`config.mk`:
```
export PLATFORM = sky130hd
export DESIGN_NAME = sensor_reset_sequencer_flat
export DESIGN_NICKNAME = d
export VERILOG_FILES = /design/src/rtl/sensor_reset_sequencer_if.sv /design/src/rtl/sensor_reset_sequencer.sv /design/src/flat_wrapper.sv
export SDC_FILE = /design/constraint.sdc
export NUM_CORES = 1
export LEC_CHECK = 0
export BUFFER_PORTS_ARGS = -buffer_cell sky130_fd_sc_hd__buf_2
export CORE_UTILIZATION = 63
export DETAILED_ROUTE_END_ITERATION = 7
export PLACE_DENSITY = 0.8
export REMOVE_ABC_BUFFERS = 1
export SYNTH_ARGS = -nofsm -noshare
export SYNTH_HDL_FRONTEND = slang
export SYNTH_SLANG_ARGS = --single-unit
```
`constraint.sdc`:
```
create_clock -name clk -period 1.8 [get_ports clk]
set_clock_uncertainty 0.05 [all_clocks]
set_input_delay 0.09 -clock clk [delete_from_list [all_inputs] [get_ports clk]]
set_output_delay 0.09 -clock clk [all_outputs]
set_load 0.02 [all_outputs]
```
`src/rtl/sensor_reset_sequencer_if.sv`:
```
// rtl/sensor_reset_sequencer_if.sv - sensor controller status inputs and reset/status outputs of the sequencer
interface sensor_reset_sequencer_if;
  logic       ctrl_initialized;
  logic       ctrl_error;
  logic       data_valid;
  logic       soft_reset_req;
  logic       bno085_rst_n;
  logic       ctrl_rst_n;
  logic       running;
  logic       failed;
  logic [3:0] retry_count;

  modport master (
    output ctrl_initialized, ctrl_error, data_valid, soft_reset_req,
    input  bno085_rst_n, ctrl_rst_n, running, failed, retry_count
  );

  modport slave (
    input  ctrl_initialized, ctrl_error, data_valid, soft_reset_req,
    output bno085_rst_n, ctrl_rst_n, running, failed, retry_count
  );
endinterface

```
`src/rtl/sensor_reset_sequencer.sv`:
```
// rtl/sensor_reset_sequencer.sv - BNO085 power-up/reset sequencer with retry and optional stall watchdog
// Optional feature: define SENSOR_STALL_WATCHDOG_EN to fault RUN when data_valid goes quiet.
module sensor_reset_sequencer #(
  parameter int RST_HOLD_CYC      = 300000,
  parameter int BOOT_WAIT_CYC     = 5700000,
  parameter int INIT_TIMEOUT_CYC  = 3000000,
  parameter int STALL_TIMEOUT_CYC = 300000,
  parameter int MAX_RETRIES       = 3
) (
  input  logic                    clk,
  input  logic                    fpga_rst_n,
  sensor_reset_sequencer_if.slave seq
);

  localparam logic [2:0] HOLD_RST  = 3'd0;
  localparam logic [2:0] BOOT_WAIT = 3'd1;
  localparam logic [2:0] INIT_WAIT = 3'd2;
  localparam logic [2:0] RUN       = 3'd3;
  localparam logic [2:0] FAILED    = 3'd4;

  localparam logic [22:0] HOLD_LAST = 23'(RST_HOLD_CYC - 1);
  localparam logic [22:0] BOOT_LAST = 23'(BOOT_WAIT_CYC - 1);
  localparam logic [22:0] INIT_LAST = 23'(INIT_TIMEOUT_CYC - 1);
  localparam logic [3:0]  MAX_R     = 4'(MAX_RETRIES);

  logic [1:0]  rst_sync;
  logic        sys_rst_n;
  logic [2:0]  state, state_nxt;
  logic [22:0] cnt, cnt_nxt;
  logic [3:0]  retry_q, retry_nxt;
  logic        fault;
  logic        bno_rst_q, ctrl_rst_q, running_q, failed_q;

  // Assertion passes straight through; release is delayed by two clk edges.
  always_ff @(posedge clk or negedge fpga_rst_n) begin
    if (!fpga_rst_n) rst_sync <= 2'b00;
    else             rst_sync <= {rst_sync[0], 1'b1};
  end
  assign sys_rst_n = rst_sync[1];

`ifdef SENSOR_STALL_WATCHDOG_EN
  localparam logic [22:0] STALL_LAST = 23'(STALL_TIMEOUT_CYC - 1);
`else
  logic data_valid_unused;
  assign data_valid_unused = seq.data_valid;
`endif

  always_comb begin
    state_nxt = state;
    cnt_nxt   = cnt + 23'd1;
    retry_nxt = retry_q;
    fault     = 1'b0;
    case (state)
      HOLD_RST: if (cnt == HOLD_LAST) begin
        state_nxt = BOOT_WAIT;
        cnt_nxt   = 23'd0;
      end
      BOOT_WAIT: if (cnt == BOOT_LAST) begin
        state_nxt = INIT_WAIT;
        cnt_nxt   = 23'd0;
      end
      INIT_WAIT: begin
        // Error beats init-done; init-done on the last allowed cycle still counts.
        if (seq.ctrl_error) begin
          fault = 1'b1;
        end else if (seq.ctrl_initialized) begin
          state_nxt = RUN;
          cnt_nxt   = 23'd0;
        end else if (cnt == INIT_LAST) begin
          fault = 1'b1;
        end
      end
      RUN: begin
`ifdef SENSOR_STALL_WATCHDOG_EN
        if (seq.data_valid) cnt_nxt = 23'd0;
        if (seq.ctrl_error) fault = 1'b1;
        else if (!seq.data_valid && cnt == STALL_LAST) fault = 1'b1;
`else
        cnt_nxt = 23'd0;
        if (seq.ctrl_error) fault = 1'b1;
`endif
      end
      FAILED:  cnt_nxt = 23'd0;
      default: begin
        state_nxt = HOLD_RST;
        cnt_nxt   = 23'd0;
      end
    endcase

    if (fault) begin
      cnt_nxt = 23'd0;
      if (retry_q < MAX_R) begin
        retry_nxt = retry_q + 4'd1;
        state_nxt = HOLD_RST;
      end else begin
        state_nxt = FAILED;
      end
    end

    if (seq.soft_reset_req) begin
      state_nxt = HOLD_RST;
      cnt_nxt   = 23'd0;
      retry_nxt = 4'd0;
    end
  end

  // Outputs are decoded from state_nxt so they flip on the same edge as the state.
  always_ff @(posedge clk or negedge sys_rst_n) begin
    if (!sys_rst_n) begin
      state      <= HOLD_RST;
      cnt        <= 23'd0;
      retry_q    <= 4'd0;
      bno_rst_q  <= 1'b0;
      ctrl_rst_q <= 1'b0;
      running_q  <= 1'b0;
      failed_q   <= 1'b0;
    end else begin
      state      <= state_nxt;
      cnt        <= cnt_nxt;
      retry_q    <= retry_nxt;
      bno_rst_q  <= (state_nxt == BOOT_WAIT) || (state_nxt == INIT_WAIT) || (state_nxt == RUN);
      ctrl_rst_q <= (state_nxt == INIT_WAIT) || (state_nxt == RUN);
      running_q  <= (state_nxt == RUN);
      failed_q   <= (state_nxt == FAILED);
    end
  end

  assign seq.bno085_rst_n = bno_rst_q;
  assign seq.ctrl_rst_n   = ctrl_rst_q;
  assign seq.running      = running_q;
  assign seq.failed       = failed_q;
  assign seq.retry_count  = retry_q;

endmodule

```
`src/flat_wrapper.sv`:
```
// flat-port wrapper written by rule: the top's interface ports become plain ports
module sensor_reset_sequencer_flat 
#(
  parameter int RST_HOLD_CYC      = 300000,
  parameter int BOOT_WAIT_CYC     = 5700000,
  parameter int INIT_TIMEOUT_CYC  = 3000000,
  parameter int STALL_TIMEOUT_CYC = 300000,
  parameter int MAX_RETRIES       = 3
)
  (clk, fpga_rst_n, seq_ctrl_initialized, seq_ctrl_error, seq_data_valid, seq_soft_reset_req, seq_bno085_rst_n, seq_ctrl_rst_n, seq_running, seq_failed, seq_retry_count);
  sensor_reset_sequencer_if seq_i ();
  input  logic clk;
  input  logic fpga_rst_n;
  input wire logic [$bits(seq_i.ctrl_initialized)-1:0] seq_ctrl_initialized;
  input wire logic [$bits(seq_i.ctrl_error)-1:0] seq_ctrl_error;
  input wire logic [$bits(seq_i.data_valid)-1:0] seq_data_valid;
  input wire logic [$bits(seq_i.soft_reset_req)-1:0] seq_soft_reset_req;
  output wire logic [$bits(seq_i.bno085_rst_n)-1:0] seq_bno085_rst_n;
  output wire logic [$bits(seq_i.ctrl_rst_n)-1:0] seq_ctrl_rst_n;
  output wire logic [$bits(seq_i.running)-1:0] seq_running;
  output wire logic [$bits(seq_i.failed)-1:0] seq_failed;
  output wire logic [$bits(seq_i.retry_count)-1:0] seq_retry_count;
  assign seq_i.ctrl_initialized = seq_ctrl_initialized;
  assign seq_i.ctrl_error = seq_ctrl_error;
  assign seq_i.data_valid = seq_data_valid;
  assign seq_i.soft_reset_req = seq_soft_reset_req;
  assign seq_bno085_rst_n = seq_i.bno085_rst_n;
  assign seq_ctrl_rst_n = seq_i.ctrl_rst_n;
  assign seq_running = seq_i.running;
  assign seq_failed = seq_i.failed;
  assign seq_retry_count = seq_i.retry_count;
  sensor_reset_sequencer #(.RST_HOLD_CYC(RST_HOLD_CYC), .BOOT_WAIT_CYC(BOOT_WAIT_CYC), .INIT_TIMEOUT_CYC(INIT_TIMEOUT_CYC), .STALL_TIMEOUT_CYC(STALL_TIMEOUT_CYC), .MAX_RETRIES(MAX_RETRIES)) u_core (.clk(clk), .fpga_rst_n(fpga_rst_n), .seq(seq_i));
endmodule
```
== Yosys cells after proc, flatten, opt, wreduce, memory -nomap -nowiden ==
Cells that the tools add are included.
W data, S select, Z words.
Operators by class
  $add $sub $neg: 2
  shifts and indexed selects: 0
  div/mod/pow operators: 0
  reduce and logical (&&, ||, !) cells: 8
  bitwise operators: 0
  muxes and demuxes: 23
  $lt $le $gt $ge: 1
  equal/unequal tests: 11
  multipliers: 0
Operators with widths (number)
  $mux W23: 6
  $pmux W23 S3: 1
  $add A23 B1 Y23 const B: 1
  $eq A23 B19 Y1 const B: 1
  $eq A23 B22 Y1 const B: 1
  $eq A23 B23 Y1 const B: 1
  $mux W3: 7
  $eq A3 B2 Y1 const B: 4
  $mux W4: 3
  $pmux W3 S4: 1
  $eq A3 B1 Y1 const B: 2
  $eq A3 B3 Y1 const B: 2
  $add A4 B1 Y4 const B: 1
  $lt A4 B2 Y1 const B: 1
  $mux W1: 4
  $reduce_bool A2 Y1: 2
  $logic_not A3 Y1: 1
  $logic_or A1 B1 Y1: 3
  $pmux W1 S2: 1
  $reduce_and A2 Y1: 1
  $reduce_or A2 Y1: 1
Storage, ports and cells
  memory bits (writable): 0
  register bits after elaboration: 36
  memories kept: 0
  bits of input ports: 6
  bits in latches: 0
  ROM bits: 0

== Depth between registers and ports, before layout ==
Gate-level depths: netlist of the first run.
  depth after elaboration: 10
  depth in mapped cells: 8
  mapped depth without buffers: 6

== Worst setup path after synthesis of the first run ==
No wires, ideal clock.
  path type: reg-to-reg
  start: register u_core.state[0]
  end: register u_core.retry_q[0], in the netlist u_core.seq.retry_count[0]
  arrival time: 1.972 ns
  cell stages (with the launch flop): 7
  clock period less this slack: 2.147 ns
  data required time: 1.625 ns
  path buffers: 1
  library setup time: 0.125 ns
  setup slack: -0.347 ns
  path through: dfrtp_1 -> buf_6 -> or4b_4 -> nor4_4 -> a41oi_2 -> nor2_4 -> mux2_4
On the way
  longest elaborated chain between the ends: 4
  elaborated cells on any way between the ends: 5
  classes of those cells: eq/ne (2); mux (1); reduce/logical (2)
RTL lines
  from (decl): line sensor_reset_sequencer.sv:28  | logic [2:0] state, state_nxt;
  from (signal assigned): line sensor_reset_sequencer.sv:118  | state <= state_nxt;
  $eq A3 B2 Y1: line sensor_reset_sequencer.sv:53  | case (state)
  $pmux W1 S2 (*): line sensor_reset_sequencer.sv:53
  $reduce_bool A2 Y1 (no source line) (*)
  $reduce_and A2 Y1 (no source line) (*)
  to (signal assigned): line sensor_reset_sequencer.sv:120  | retry_q <= retry_nxt;
  to (decl): line sensor_reset_sequencer.sv:30  | logic [3:0] retry_q, retry_nxt;
Every way passes the cells marked *; elsewhere a longest branch is shown, timed or not.
A chain may end at the register's enable or synchronous reset.

== Worst setup path after layout of the first run ==
  start: register u_core.cnt[22]
  end: register u_core.cnt[11]
On the way
  longest elaborated chain between the ends: 7
  elaborated cells on any way between the ends: 12
  classes of those cells: eq/ne (3); mux (9)
RTL lines
  from (decl): line sensor_reset_sequencer.sv:29  | logic [22:0] cnt, cnt_nxt;
  from (signal assigned): line sensor_reset_sequencer.sv:119  | cnt <= cnt_nxt;
  $eq A23 B22 Y1: line sensor_reset_sequencer.sv:69  | end else if (cnt == INIT_LAST) begin
  $mux W1: line sensor_reset_sequencer.sv:69
  $mux W1: line sensor_reset_sequencer.sv:66  | end else if (seq.ctrl_initialized) begin
  $mux W1: line sensor_reset_sequencer.sv:64  | if (seq.ctrl_error) begin
  $pmux W1 S2: line sensor_reset_sequencer.sv:53
  $mux W23 (*): line sensor_reset_sequencer.sv:90  | if (fault) begin
  $mux W23 (*): line sensor_reset_sequencer.sv:100  | if (seq.soft_reset_req) begin
  via u_core.cnt_nxt[11]: line sensor_reset_sequencer.sv:29
Mark *: on every way through the listed nets, which the timed path passes. The rest lies on a longest branch.

==> impl_metrics.json, run 1 <==
{
  "placementRows": 19,
  "post_drt_wl_per_cell_um": 17.1,
  "fill_cells": 127,
  "power.leakage_nw": 1.12,
  "max_h_tree_level": 2,
  "swShare": 0.210,
  "report.final.hold_viol_count": 0,
  "port-buffer-count": 12,
  "insertion_delay_ns": 0.35,
  "start_kind": "flop",
  "finalSetupViolations": 32,
  "antennaDiodeCount": 0,
  "multiInputGateArea_um2": 980,
  "period_minus_slack_ns": 2.12,
  "root_buffer": "sky130_fd_sc_hd__clkbuf_4",
  "source_of_the_worst_register_to_register_timing_path": "u_core.cnt[22]",
  "final-seq-area_um2": 901,
  "final_critical_path_setup_slack_ns": -0.323,
  "antenna_violations_before_repair": 0,
  "layout_commonest_cell": "sky130_fd_sc_hd__buf_4",
  "die_span_in_y_um": 56.7,
  "place.detailed.hpwl_mm": 2.92,
  "finalMaxSlewViolations": 0,
  "total_clock_sinks": 36,
  "most_frequent_cells_in_the_layout": "sky130_fd_sc_hd__buf_4, sky130_fd_sc_hd__dfrtp_1, sky130_fd_sc_hd__nor2_1, sky130_fd_sc_hd__xnor2_1, sky130_fd_sc_hd__buf_2",
  "global_route.usage.met2": 0.512,
  "ys_seq_elements": 36,
  "max-cap-violations": 0,
  "worst-r2r-setup-slack_ns": -0.32,
  "grt.met3_usage": 0.0714,
  "maximum_fanout_encountered_on_the_critical_timing_path": 12,
  "switching_power_w": 0.000324,
  "sequentialPowerShare": 0.533,
  "clkPwrFrac": 0.414,
  "via_count": 1688,
  "path_clk_slew_ns": 0.11,
  "post-route-util": 0.868,
  "layout-drive-gt1-share": 0.348,
  "min-delay-path-class": "in2reg",
  "pin_count_of_the_biggest_net_entering_global_routing": 35,
  "min_period_over_period": 1.18,
  "clk_path_buf_depth": 2,
  "post-layout-total-power_w": 0.00154,
  "io_pins": 14,
  "p_comb_frac": 0.054,
  "r2r.worst_path.cells": 6,
  "grt_pass1_wl_mm": 7.72,
  "worst_setup_path_startpoint": "u_core.cnt[22]",
  "grt_overflow": 0,
  "synthDistinctLibCells": 42,
  "yosys_warnings": 0,
  "violations_in_the_final_reports": "DRC, setup timing",
  "grt_pass1_vias": 1684,
  "grt_setup_unrepaired": "true",
  "postLayoutCellArea_um2": 2430,
  "core-area_um2": 2810,
  "globalRouteMet1Util": 0.410,
  "cts_tree": "yes",
  "worst_ep_required_time_ns": 1.99,
  "ant_nets": 0,
  "initial_core_util": 0.673,
  "drt_iter0_drc": 68,
  "fp.dieArea_um2": 3220,
  "finalNetCount": 251,
  "holdWs_ns": 0.0708,
  "detail_route.vias_per_cell": 6.14,
  "first_pass_iters": 6,
  "globalRouteTotalUtil": 0.326,
  "cell_internal_pwr_w": 0.00122,
  "post_synth_inst_count": 188,
  "netlist_area_um2": 1890,
  "seq_area_frac_synth": 0.477,
  "area_growth_pct": 29.0,
  "synthesis.area_per_instance_um2": 10.0,
  "worstSetupPathType": "reg2reg",
  "detailed_place.area_um2": 2210,
  "worstSetupEndpoint": "u_core.cnt[11]",
  "worst_setup_path_end_kind": "flop",
  "worst_ep_arrival_time_ns": 2.31,
  "pwr_density_cell_nw_per_um2": 633,
  "max_freq_mhz": 471,
  "tritoncts.num_buffers": 5,
  "global_route.peak_usage_layer": "met2",
  "run_status": "finished with violations",
  "vdd.ir_drop.worst_v": 0.000669,
  "totalWireLength_mm": 4.69,
  "r2r-end": "u_core.cnt[11]",
  "hp-start": "seq_ctrl_error",
  "gp_congestion": 0.842,
  "drc": 2,
  "die_width_um": 56.7
}
==> routing by layer <==
metal,vias to the layer above,share of wire
met5,-,0
met4,0,0.048
met3,26,0.056
met2,78,0.48
met1,818,0.41
li1,766,-
==> worst min-delay path by stage <==
stage                               to  slack, ns  depth (start not counted)
finish                 u_core.state[0]       0.07                          4
global route           u_core.state[0]       0.08                          4
CTS                 u_core.seq.running       0.05                          4
detailed placement  u_core.rst_sync[1]      -0.17                          1
global placement    u_core.rst_sync[0]      -0.18                          1
floorplan           u_core.rst_sync[0]      -0.26                          0
==> area by class of cell <==
cell class / instances / share of cell area
Clock buffer: 7 / 0.0267
Multi-Input combinational cell: 139 / 0.402
Inverter: 6 / 0.00925
Timing Repair Buffer: 55 / 0.163
Tap cell: 31 / 0.0159
Clock inverter: 1 / 0.0123
Sequential cell: 36 / 0.370
==> Yosys cell counts <==
| library cell | n | area share |
|---|---|---|
| sky130_fd_sc_hd__nand4_1 | 6 | 0.020 |
| sky130_fd_sc_hd__nor2b_1 | 5 | 0.017 |
| sky130_fd_sc_hd__or4b_4 | 1 | 0.0073 |
| sky130_fd_sc_hd__dfrtp_1 | 36 | 0.48 |
| sky130_fd_sc_hd__conb_1 | 1 | 0.0020 |
| sky130_fd_sc_hd__nor2_4 | 1 | 0.0060 |
| sky130_fd_sc_hd__and2_1 | 1 | 0.0033 |
| sky130_fd_sc_hd__mux2i_1 | 1 | 0.0053 |
| sky130_fd_sc_hd__or4bb_1 | 1 | 0.0060 |
| sky130_fd_sc_hd__nor4b_4 | 1 | 0.013 |
| sky130_fd_sc_hd__o211ai_2 | 1 | 0.0066 |
| sky130_fd_sc_hd__nand3b_1 | 2 | 0.0079 |
| sky130_fd_sc_hd__mux2_4 | 1 | 0.0079 |
| sky130_fd_sc_hd__a31o_2 | 1 | 0.0046 |
| sky130_fd_sc_hd__or2_2 | 1 | 0.0033 |
| sky130_fd_sc_hd__clkbuf_1 | 3 | 0.0060 |
| sky130_fd_sc_hd__and4_1 | 4 | 0.019 |
| sky130_fd_sc_hd__buf_6 | 3 | 0.018 |
| sky130_fd_sc_hd__clkbuf_2 | 1 | 0.0026 |
| sky130_fd_sc_hd__o21a_1 | 1 | 0.0040 |
| sky130_fd_sc_hd__nor4_1 | 4 | 0.013 |
| sky130_fd_sc_hd__nand2b_1 | 3 | 0.0099 |
| sky130_fd_sc_hd__or4_1 | 1 | 0.0040 |
| sky130_fd_sc_hd__xor2_1 | 6 | 0.028 |
| sky130_fd_sc_hd__nand4b_1 | 2 | 0.0093 |
| sky130_fd_sc_hd__and3_1 | 4 | 0.013 |
| sky130_fd_sc_hd__nand2_1 | 8 | 0.016 |
| sky130_fd_sc_hd__a21oi_1 | 5 | 0.013 |
| sky130_fd_sc_hd__nor3_1 | 10 | 0.027 |
| sky130_fd_sc_hd__and2_0 | 1 | 0.0033 |
| sky130_fd_sc_hd__a2bb2oi_1 | 1 | 0.0046 |
| sky130_fd_sc_hd__xnor2_1 | 15 | 0.070 |
| sky130_fd_sc_hd__nor2_1 | 32 | 0.064 |
| sky130_fd_sc_hd__nor4_4 | 1 | 0.011 |
| sky130_fd_sc_hd__a211oi_1 | 1 | 0.0040 |
| sky130_fd_sc_hd__nand3_1 | 10 | 0.027 |
| sky130_fd_sc_hd__or4_4 | 1 | 0.0060 |
| sky130_fd_sc_hd__inv_1 | 6 | 0.012 |
| sky130_fd_sc_hd__ha_1 | 2 | 0.013 |
| sky130_fd_sc_hd__a21o_1 | 1 | 0.0040 |
| sky130_fd_sc_hd__a311oi_1 | 1 | 0.0046 |
| sky130_fd_sc_hd__a41oi_2 | 1 | 0.0086 |
==> power by group through the flow <==
stage	combinational [W]	sequential [W]	clock, W
after floorplan	0.0000245	0.000849	0
after global placement	0.0000672	0.000836	0
after detailed placement	0.0000712	0.000837	0
after CTS	0.0000927	0.000821	0.000651
after global routing	0.0000918	0.000822	0.000671
final	0.0000828	0.000821	0.000638
==> through the flow <==
step	setup slack [ns]	TNS, ns	instances
2_1_floorplan	-0.437	-10.84	181
3_3_place_gp	-0.240	-5.04	259
3_5_place_dp	-0.286	-6.59	259
4_1_cts	-0.247	-6.75	275
5_1_grt	-0.378	-10.69	275
6_report	-0.323	-8.66	275
==> critical path, stage by stage, from the launching register on <==
cell	delay, ns
sky130_fd_sc_hd__dfrtp_1	0.40
sky130_fd_sc_hd__or4_4	0.57
sky130_fd_sc_hd__nor4b_4	0.36
sky130_fd_sc_hd__a211oi_2	0.13
sky130_fd_sc_hd__o211ai_2	0.24
sky130_fd_sc_hd__buf_6	0.20
sky130_fd_sc_hd__nor2_1	0.07
==> what timing repair did <==
| action | 4_1_cts | 5_1_grt |
|---|---|---|
| gates resized for setup | 11 | 8 |
| pin swaps | 11 | 9 |
| endpoints found under the setup margin | 31 | 32 |
| hold endpoints to repair | 6 | 0 |
| hold buffers | 3 | 0 |
| cloned | 1 | 0 |
| setup buffers | 5 | 2 |
==> cells by family after synthesis <==
logic type	Yosys count	synth area share
buffers and inverters	13	0.0384
DFF	36	0.477
adders and majority gates	2	0.0133
other	1	0.00199
and+or+nand+nor	100	0.304
AOI/OAI and AO/OA	13	0.0543
xor gates and xnor gates	21	0.0974
muxes	2	0.0133
==> registers in the layout (all words and copies together), names as in the netlist <==
register                 cells
u_core.seq.retry_count       4
u_core.seq.running           1
u_core.seq.failed            1
u_core.cnt                  23
u_core.seq.bno085_rst_n      1
u_core.state                 3
u_core.seq.ctrl_rst_n        1
u_core.rst_sync              2
No activity file was read; power rests on OpenSTA's default activity.
==> run 2, diff against run 1 <==
--- a/config.mk
+++ b/config.mk
@@ -13,3 +13,4 @@
 export SYNTH_ARGS = -nofsm -noshare
 export SYNTH_HDL_FRONTEND = slang
 export SYNTH_SLANG_ARGS = --single-unit
+export TNS_END_PERCENT = 20
==> impl_metrics.json, run 2 (synthesized netlist as in run 1, its figures left out) <==
{
  "grt_overflow": 0,
  "worstSetupPathType": "reg2reg",
  "most_frequent_cells_in_the_layout": "sky130_fd_sc_hd__dfrtp_1, sky130_fd_sc_hd__buf_4, sky130_fd_sc_hd__nor2_1, sky130_fd_sc_hd__xnor2_1, sky130_fd_sc_hd__buf_2",
  "max_freq_mhz": 485,
  "die_width_um": 56.7,
  "post-route-util": 0.854,
  "swShare": 0.208,
  "hold_path_depth": 4,
  "worst-r2r-setup-slack_ns": -0.26,
  "root_buffer": "sky130_fd_sc_hd__clkbuf_4",
  "total_clock_sinks": 36,
  "path_clk_slew_ns": 0.11,
  "gp_congestion": 0.842,
  "antenna_violations_before_repair": 0,
  "r2r.worst_path.cells": 6,
  "pwr_density_cell_nw_per_um2": 642,
  "min-delay-path-class": "in2reg",
  "grt_pass1_wl_mm": 7.12,
  "area_growth_pct": 26.9,
  "layout-drive-gt1-share": 0.303,
  "layout_commonest_cell": "sky130_fd_sc_hd__dfrtp_1",
  "finalSetupViolations": 31,
  "worst_ep_required_time_ns": 1.99,
  "violations_in_the_final_reports": "DRC, setup timing",
  "run_status": "finished with violations",
  "slowest_stage": "sky130_fd_sc_hd__or4_4",
  "ant_nets": 0,
  "fp.dieArea_um2": 3220,
  "source_of_the_worst_register_to_register_timing_path": "u_core.cnt[11]",
  "cts_tree": "yes",
  "worst_path_largest_cell_delay_ns": 0.57,
  "pin_count_of_the_biggest_net_entering_global_routing": 35,
  "worst_ep_arrival_time_ns": 2.25,
  "detail_route.vias_per_cell": 5.88,
  "worstPathCellList": "or4_4 -> nor4b_4 -> a211oi_1 -> o211ai_2 -> buf_12 -> nor2_1",
  "min_period_over_period": 1.15,
  "grt_setup_unrepaired": "true",
  "core-area_um2": 2810,
  "vdd.ir_drop.worst_v": 0.000689,
  "first_pass_iters": 6,
  "sequentialPowerShare": 0.534,
  "post-layout-total-power_w": 0.00154,
  "report.final.hold_viol_count": 0,
  "final_critical_path_setup_slack_ns": -0.262,
  "largest_register_ff_count": 23,
  "drt_iter0_drc": 79,
  "placementRows": 19,
  "finalMaxSlewViolations": 0,
  "post_drt_wl_per_cell_um": 15.9,
  "initial_core_util": 0.673,
  "holdPathEnd": "u_core.seq.running",
  "antennaDiodeCount": 0,
  "worst_setup_path_end_kind": "flop",
  "finalNetCount": 248,
  "hp-start": "seq_ctrl_error",
  "tritoncts.num_buffers": 5,
  "totalWireLength_mm": 4.31,
  "io_pins": 14,
  "power.leakage_nw": 1.10,
  "grt_pass1_vias": 1522,
  "drc": 2,
  "start_kind": "flop",
  "period_minus_slack_ns": 2.06,
  "max_flop_register": "u_core.cnt",
  "die_span_in_y_um": 56.7,
  "switching_power_w": 0.000319,
  "clk_path_buf_depth": 2,
  "place.detailed.hpwl_mm": 2.92,
  "insertion_delay_ns": 0.35,
  "via_count": 1599,
  "p_comb_frac": 0.052,
  "max-cap-violations": 0,
  "cell_internal_pwr_w": 0.00122,
  "maximum_fanout_encountered_on_the_critical_timing_path": 23,
  "r2r-end": "u_core.cnt[11]",
  "port-buffer-count": 12,
  "max_h_tree_level": 2,
  "clkPwrFrac": 0.414,
  "globalRouteTotalUtil": 0.302
}
-- run 2: metrics by stage --
stage	hold WS [ns]	setup WS (ns)	area, um^2	cells	setup TNS, ns
3_3_place_gp	-0.176	-0.240	2210	259	-5.04
3_5_place_dp	-0.175	-0.286	2210	259	-6.59
4_1_cts	0.0167	-0.248	2370	272	-6.67
6_report	0.0323	-0.262	2400	272	-6.86
2_1_floorplan	-0.256	-0.437	1840	181	-10.84
5_1_grt	0.0750	-0.306	2400	272	-8.50
-- run 2: area by class of cell --
class / count / area, um^2
Clock buffer: 7 / 65.1
Clock inverter: 1 / 30.0
Fill cell: 136 / 409
Inverter: 6 / 22.5
Multi-Input combinational cell: 139 / 955
Sequential cell: 36 / 901
Tap cell: 31 / 38.8
Timing Repair Buffer: 52 / 384
-- run 2: metal layers --
metal  global-route usage  vias up  wire (um)
met5                    0        -          0
li1                     -      761          -
met2                0.456       44       2080
met1                0.406      780       1890
met4                0.129        0        109
met3               0.0922       14        235
-- run 2: worst max path at each step --
stage	startpoint	end	slack, ns	cells past startpoint
floorplan	u_core.cnt[11]	u_core.cnt[10]	-0.44	5
global placement	u_core.state[0]	u_core.seq.retry_count[0]	-0.24	5
detailed placement	u_core.state[0]	u_core.seq.retry_count[0]	-0.29	5
CTS	u_core.cnt[11]	u_core.cnt[11]	-0.25	6
global route	u_core.cnt[11]	u_core.cnt[11]	-0.31	6
finish	u_core.cnt[11]	u_core.cnt[11]	-0.26	6
-- run 2: repair_timing --
| item | CTS | global route |
|---|---|---|
| pin swaps | 8 | 5 |
| gates resized for setup | 5 | 6 |
| buffers inserted | 2 | 0 |
| hold buffers | 3 | 0 |
| endpoints found under the setup margin | 31 | 32 |
| endpoints found under the hold margin | 6 | 0 |
-- run 2: power by group through the flow --
stage               sequential, W  combinational, W  clock [W]
finish                   0.000821         0.0000799   0.000636
global route             0.000822         0.0000890   0.000672
CTS                      0.000821         0.0000796   0.000651
detailed placement       0.000837         0.0000712          0
global placement         0.000836         0.0000672          0
floorplan                0.000849         0.0000245          0
-- run 2: worst max-delay path: cells and delay by family, from the launching register on --
kind                   cells  cell delay [ns]
and+or+nand+nor            3             0.95
AOI/OAI and AO/OA          2             0.35
DFF                        1             0.40
buffers and inverters      1             0.19
